## config.mk

```make
export PLATFORM = sky130hd
export DESIGN_NAME = mc_frame_tx
export DESIGN_NICKNAME = d
export VERILOG_FILES = /design/src/rtl/mc_frame_tx.sv
export SDC_FILE = /design/constraint.sdc
export NUM_CORES = 1
export LEC_CHECK = 0
export ABC_AREA = 1
export ABC_CLOCK_PERIOD_IN_PS = 3650
export CORE_MARGIN = 5
export CORE_UTILIZATION = 32
export CTS_CLUSTER_SIZE = 30
export DETAILED_ROUTE_END_ITERATION = 6
export MAX_ROUTING_LAYER = met4
export SLEW_MARGIN = 10
export SYNTH_ARGS = -nofsm -noshare
export SYNTH_HDL_FRONTEND = slang
export SYNTH_SLANG_ARGS = --single-unit
```

## constraint.sdc

```tcl
create_clock -name clk -period 3.65 [get_ports clk]
set_input_delay 0.73 -clock clk [delete_from_list [all_inputs] [get_ports clk]]
set_output_delay 0.73 -clock clk [all_outputs]
set_load 0.02 [all_outputs]
```

## src/rtl/mc_frame_tx.sv

```systemverilog
// Memory-controller frame transmitter: converts one burst request plus a write-data
// stream into sof/eof-marked frame beats, splitting frames at every row boundary.
module mc_frame_tx #(
   parameter int ARRAY_ROW_ADDR   = 14,
   parameter int ARRAY_COL_ADDR   = 6,
   parameter int ARRAY_DATA_WIDTH = 64,
   parameter int FRAME_DATA_WIDTH = 3 + ARRAY_ROW_ADDR + ARRAY_COL_ADDR + ARRAY_DATA_WIDTH
) (
   input  logic                        clk,
   input  logic                        rst_n,
   input  logic                        req_valid,
   output logic                        req_ready,
   input  logic                        req_rw,
   input  logic [ARRAY_ROW_ADDR-1:0]   req_row,
   input  logic [ARRAY_COL_ADDR-1:0]   req_col,
   input  logic [ARRAY_COL_ADDR-1:0]   req_len,
   input  logic                        wdata_valid,
   output logic                        wdata_ready,
   input  logic [ARRAY_DATA_WIDTH-1:0] wdata,
   output logic                        mc_frame_valid,
   input  logic                        mc_frame_ready,
   output logic [FRAME_DATA_WIDTH-1:0] mc_frame_data,
   output logic                        busy,
   output logic                        burst_done
);

   localparam int REM_W = ARRAY_COL_ADDR + 1;
   localparam logic [ARRAY_ROW_ADDR-1:0] ROW_ONE  = {{(ARRAY_ROW_ADDR-1){1'b0}}, 1'b1};
   localparam logic [ARRAY_COL_ADDR-1:0] COL_ONE  = {{(ARRAY_COL_ADDR-1){1'b0}}, 1'b1};
   localparam logic [ARRAY_COL_ADDR-1:0] COL_LAST = {ARRAY_COL_ADDR{1'b1}};
   localparam logic [REM_W-1:0]          REM_ONE  = {{(REM_W-1){1'b0}}, 1'b1};

   typedef enum logic [1:0] {IDLE, WR, RD} state_t;

   state_t                      state_q, state_d;
   logic                        alive_q;
   logic [ARRAY_ROW_ADDR-1:0]   row_q;
   logic [ARRAY_COL_ADDR-1:0]   col_q;
   logic [REM_W-1:0]            remain_q;
   logic                        rw_q;
   logic                        sof_q;
   logic                        out_valid_q;
   logic                        out_last_q;
   logic [FRAME_DATA_WIDTH-1:0] out_data_q;

   logic                        req_hs;
   logic                        out_hs;
   logic                        last_hs;
   logic                        load_ok;
   logic                        load;
   logic                        wdata_ready_c;
   logic [ARRAY_ROW_ADDR-1:0]   src_row;
   logic [ARRAY_COL_ADDR-1:0]   src_col;
   logic [REM_W-1:0]            src_remain;
   logic                        src_rw;
   logic                        src_sof;
   logic                        src_eof;
   logic                        src_wrap;
   logic [ARRAY_DATA_WIDTH-1:0] beat_data;

   // In IDLE the beat source is the request itself, so a read issues its first beat
   // on the request handshake; otherwise it is the captured burst cursor.
   always_comb begin
      src_row    = row_q;
      src_col    = col_q;
      src_remain = remain_q;
      src_rw     = rw_q;
      src_sof    = sof_q;
      if (state_q == IDLE) begin
         src_row    = req_row;
         src_col    = req_col;
         src_remain = {1'b0, req_len} + REM_ONE;
         src_rw     = req_rw;
         src_sof    = 1'b1;
      end
      req_hs        = (state_q == IDLE) && alive_q && req_valid;
      out_hs        = out_valid_q && mc_frame_ready;
      last_hs       = out_hs && out_last_q;
      load_ok       = (!out_valid_q || mc_frame_ready) && (src_remain != '0);
      wdata_ready_c = (state_q == WR) && load_ok;
      src_wrap      = (src_col == COL_LAST);
      src_eof       = (src_remain == REM_ONE) || src_wrap;
      beat_data     = src_rw ? wdata : '0;
      load          = 1'b0;
      state_d       = state_q;
      unique case (state_q)
         IDLE: begin
            load = req_hs && !req_rw;
            if (req_hs) state_d = req_rw ? WR : RD;
         end
         WR: begin
            load = wdata_ready_c && wdata_valid;
            if (last_hs) state_d = IDLE;
         end
         RD: begin
            load = load_ok;
            if (last_hs) state_d = IDLE;
         end
         default: state_d = IDLE;
      endcase
   end

   // Burst cursor and the single output beat register; a pending beat is held until accepted.
   always_ff @(posedge clk or negedge rst_n) begin
      if (!rst_n) begin
         state_q     <= IDLE;
         alive_q     <= 1'b0;
         row_q       <= '0;
         col_q       <= '0;
         remain_q    <= '0;
         rw_q        <= 1'b0;
         sof_q       <= 1'b0;
         out_valid_q <= 1'b0;
         out_last_q  <= 1'b0;
         out_data_q  <= '0;
      end else begin
         state_q <= state_d;
         alive_q <= 1'b1;
         if (req_hs) begin
            row_q    <= req_row;
            col_q    <= req_col;
            remain_q <= {1'b0, req_len} + REM_ONE;
            rw_q     <= req_rw;
            sof_q    <= 1'b1;
         end
         if (load) begin
            out_valid_q <= 1'b1;
            out_last_q  <= (src_remain == REM_ONE);
            out_data_q  <= {src_sof, src_eof, src_rw, src_row, src_col, beat_data};
            row_q       <= src_wrap ? src_row + ROW_ONE : src_row;
            col_q       <= src_col + COL_ONE;
            remain_q    <= src_remain - REM_ONE;
            sof_q       <= src_wrap;
         end else if (out_hs) begin
            out_valid_q <= 1'b0;
         end
      end
   end

   assign req_ready      = (state_q == IDLE) && alive_q;
   assign wdata_ready    = wdata_ready_c;
   assign mc_frame_valid = out_valid_q;
   assign mc_frame_data  = out_data_q;
   assign busy           = (state_q != IDLE);
   assign burst_done     = last_hs;

endmodule
```

======== Word-level counts from Yosys, hierarchy flattened ========
Index checks and enable logic that the tools add are counted.
W data, S select, Z words.
word-level totals
  flip-flop bits (word level) ............. 121
  input port bits ......................... 96
  output and inout bits ................... 92
  logic and storage cells ................. 61
cells by class
  add/subtract/negate cells ............... 4
  equal/unequal tests ..................... 6
  mux-type cells .......................... 22
  reductions and logical operators ........ 19
operators by type and width
  cell                     number
  $mux W64                 1
  $mux W14                 4
  $mux W7                  3
  $mux W6                  3
  $add A14 B1 Y14 const B  1
  $logic_and A1 B1 Y1      8
  $add A6 B1 Y7 const B    1
  $eq A7 B1 Y1 const B     1
  $reduce_bool A7 Y1       1
  $sub A7 B1 Y7 const B    1
  $add A6 B1 Y6 const B    1
  $eq A6 B6 Y1 const B     1
  $mux W1                  6
  $mux W2                  3
  $reduce_bool A2 Y1       3
  $pmux W2 S2              1
  $pmux W1 S3              1
  $eq A2 B1 Y1 const B     1
  $eq A2 B2 Y1 const B     1
  $logic_not A1 Y1         2
  $logic_not A2 Y1         1
  $logic_or A1 B1 Y1       2
  $ne A2 B1 Y1 const B     1
  $ne A2 B2 Y1 const B     1
  other kinds (2)          2

======== Depth between registers and ports, before layout ========
  depth after elaboration ................. 8
  depth in mapped cells ................... 22
  depth with buffers taken out ............ 19

======== Worst setup path before layout ========
Ideal clock, no wire load.
  path kind ............................... flip-flop to output port
  start ................................... register state_q[0]
  end ..................................... output wdata_ready
  data arrival time ....................... 2121 ps
  data required time ...................... 2920 ps
  path slack .............................. 799 ps
  cell stages (with the launch flop) ...... 14
  path through ............................ dfrtp_1 -> inv_1 -> ha_1 -> buf_6 -> buf_6 -> buf_2 -> o21ai_1 -> ha_1 -> inv_1 -> nor2_2 -> nand2_2 -> nor2_4 -> nand3_2 -> and3_1
between the ends
  word-level cells in the longest chain between the ends .. 5
  elaborated cells between the ends (all ways) .. 6
RTL lines
  element                   line  RTL
  start: declaration        35    state_t state_q, state_d;
  start signal: assignment  117   state_q <= state_d;
  $logic_not A2 Y1          69    if (state_q == IDLE) begin
  $mux W7                   69
  $reduce_bool A7 Y1        79    load_ok = (!out_valid_q || mc_frame_ready) && (src_remain != '0);
  $logic_and A1 B1 Y1       79
  $logic_and A1 B1 Y1 *     80    wdata_ready_c = (state_q == WR) && load_ok;
  end: declaration          18    output logic wdata_ready,
Mark *: on every way between the ends. The rest lies on a longest branch, timed or not.

======== Final worst setup path ========
  start ................................... input req_len[0]
  end ..................................... output wdata_ready
between the ends
  word-level cells in the longest chain between the ends .. 5
RTL lines
  element              line  RTL
  start: declaration   16    input logic [ARRAY_COL_ADDR-1:0] req_len,
  $add A6 B1 Y7        72    src_remain = {1'b0, req_len} + REM_ONE;
  $mux W7              69
  $reduce_bool A7 Y1   79
  $logic_and A1 B1 Y1  79
  $logic_and A1 B1 Y1  80
Every way passes these cells.

==> out/qor.yml <==
yosys:
  post_synth_mux_area_share_pct: 0
  synth-simple-area-share_pct: 33.3
  synthTopCellsByCount: "nand2_1 (357), dfrtp_1 (121), inv_1 (59)"
  synth_edf_count: 0
  netlist.top_cell.by_area: "dfrtp_1"
  top_count_cell_post_synth: "nand2_1"
  synth.lib_cells_used.distinct: 39
  synth_cells: 803
  avgSynthCellArea_um2: 7.90
  synth_compound_area_share_pct: 6.41
  synth-async-reset-ratio_pct: 100
  ys_warn_count: 0
  yosysSeqAreaShare_pct: 47.8
  postSynth.topFlopCell: "dfrtp_1"
  synth_xor_xnor_area_share_pct: 2.21
  post_synth_instance_area_um2: 6340
  synth_top_family_by_area: "simple AND/OR/NAND/NOR gates"
  post_synthesis_register_bit_count: 121
  yosys.area_share.adder_pct: 1.78
  synth.area.top_cells: "dfrtp_1 (48%), nand2_1 (21%), o21ai_0 (3.7%)"
  synth_top_area_share_pct: 47.8
  mappedNetlistNets: 908
routing:
  dr.first_iter.drc_count: 330
  avgViaCountPerCell: 4.40
  vias: 5575
  met3WireLength_um: 1700
  met2_length_um: 7760
  finalWirelength_um: 17700
  top_signal_layer_used: "met4"
  drt-pass1-iter-count: 5
  final_antenna_net_count: 0
  met1_length_um: 8130
  drc_errors: 0
  wire_length_per_cell_um: 14.0
timing:
  timing.clock.skew_ps: 12.2
  final-max-slew-violation-count: 0
  fmax_ghz: 0.289
  maxSlewHeadroom_pct: 43.8
  rsz0062_at_grt: "no"
  finalWorstPathRequiredPeriod_ps: 3460
  setup_violations: 0
  report.final.hold_viol_count: 0
  timing_worst_slew_pin_value_ps: 843
  final_cycle_utilization_of_the_critical_path_pct: 94.9
floorplanning:
  die_w_um: 151
  io-pin-count: 188
  core_region_area_um2: 19500
  floorplan.die.height_um: 151
  floorplan.die_area_um2: 22700
  fp-row-count: 51
  initial_core_utilization_pct: 32.6
power:
  total_power_mw: 8.18
  static-leakage-power_nw: 4.41
  ir_drop_mv: 0.419
  power.density_nw_per_um2: 910
critical_path:
  critPathCaptureType: "output port"
  path_depth_of_the_worst_reg2reg_path: 17
  crit_type: "in2out"
  crit-reg2reg-capture: "row_q[8]"
  critPathArrivalTime_ps: 2730
  crit_required_ps: 2920
  timing.critical_path.fanout_max: 2
  reg2reg_setup_slack_ps: 370
  critical_path.reg2reg.startpoint: "state_q[0]"
  startpoint_type: "input pin"
clock_network:
  buffer_depth_of_the_longest_clock_path: 2
  cts-buffers-inserted: 17
  worstSkewPairLatency_ps: 410
  cts_tree: "built"
  path_clk_slew_ps: 60
  numClockSinks: 121
  cts_htree_levels: 4
  holdBufCountCts: 0
  cts.root.buffer_cell: "clkbuf_16"
finish:
  utilization_pct: 46.2
  layout-drive-gt1-share_pct: 9.39
  n_fill_cell: 1948
  area_delta_synth_final_pct: 41.8
  final_cells: 1266
  final_antenna_diode_count: 0
  fin_nets: 1093
placed_design:
  dp_cells: 1234
  place_congestion: 0.878
  io_buffers: 187
  place.detailed.hpwl_um: 12600
global_route:
  grt_pass1_wl_um: 28400
  grt_remaining_overflow: 0
  aggregate_global_route_resource_usage_pct: 16.3
  maximum_number_of_pins_on_one_net_before_global_route_repair: 66
  grt_pass1_vias: 5490
  grt_antenna_before_repair: 0
hold_path:
  worst_hold_path_type: "in2async"
run_status:
  outcome: "finished clean"
job:
  maxCapViolations: 0
==> cells by family after synthesis <==
family	count (synthesis)
AOI/OAI and AO/OA	76
xor gates and xnor gates	16
adders and majority gates	9
buffers and inverters	102
DFF	121
other	1
and+or+nand+nor	478
==> flip-flops by register name, summed over array words and instances (netlist names) <==
signal	count
remain_q	7
row_q	14
sof_q	1
col_q	6
mc_frame_data	87
state_q	2
mc_frame_valid	1
out_last_q	1
rw_q	1
alive_q	1
==> worst max-delay path by stage <==
stage | slack, ps | startpoint | endpoint | cells after the start
after floorplan | 800 | state_q[0] | wdata_ready | 13
after global placement | -50 | req_len[0] | wdata_ready | 13
after detailed placement | -50 | req_len[0] | wdata_ready | 13
after CTS | 160 | req_len[0] | wdata_ready | 13
after global routing | 40 | req_len[0] | wdata_ready | 13
final | 190 | req_len[0] | wdata_ready | 13
==> per-layer routing <==
| layer | up-vias | global-route usage, % |
|---|---|---|
| met5 | - | - |
| met4 | 0 | 3.26 |
| met3 | 9 | 7.25 |
| met2 | 182 | 24.0 |
| met1 | 2501 | 21.0 |
| li1 | 2883 | - |
==> cell usage in the layout (no fill, tap or decap), types with 6 or more instances in the layout <==
cell type | netlist | layout
inv_1 | 59 | 59
buf_4 | 0 | 16
dfrtp_1 | 121 | 121
o21ai_0 | 47 | 46
clkinvlp_4 | 0 | 6
xor2_1 | 12 | 12
clkbuf_16 | 0 | 17
nand2_1 | 357 | 356
nand4_1 | 7 | 7
nand3_1 | 39 | 39
nand3_2 | 22 | 22
ha_1 | 9 | 8
clkdlybuf4s50_1 | 0 | 185
nor2_1 | 29 | 29
o21ai_1 | 18 | 19
inv_6 | 0 | 6
==> area by class of cell <==
type	count	area, um^2	area share (%)
Sequential cell	121	3030	33.7
Clock inverter	14	114	1.27
Inverter	61	229	2.55
Multi-Input combinational cell	580	2780	30.9
Timing Repair Buffer	207	2080	23.1
Clock buffer	18	429	4.77
Tap cell	265	332	3.69
==> critical path, cell delays in order <==
cell,delay [ps]
clkdlybuf4s50_1,420
ha_1,300
inv_1,70
nand2_1,40
o21ai_1,100
ha_1,170
inv_1,50
nor2_2,130
nand2_2,90
nor2_4,90
nand3_2,70
and3_1,160
dlygate4sd2_1,320
==> power breakdown <==
| part | internal (mW) | switching [mW] |
|---|---|---|
| combinational | 1.76 | 2.63 |
| clock | 0.883 | 0.669 |
| sequential | 1.92 | 0.317 |
==> what timing repair did <==
action	in CTS	in global routing
resized for setup	2	1
setup buffers	0	0
endpoints found under the setup margin	1	1
==> stage by stage <==
stage | hold WS (ps) | worst slack (ps) | TNS (ps) | cell area (um^2)
2_1_floorplan | 434 | 799 | 0 | 6340
3_3_place_gp | 461 | -54.4 | -54.4 | 8450
3_5_place_dp | 464 | -50.2 | -50.2 | 8450
4_1_cts | 122 | 162 | 0 | 8990
5_1_grt | 121 | 43.1 | 0 | 8990
6_report | 137 | 186 | 0 | 8990
Note: power is estimated with default switching activity, not from simulation.
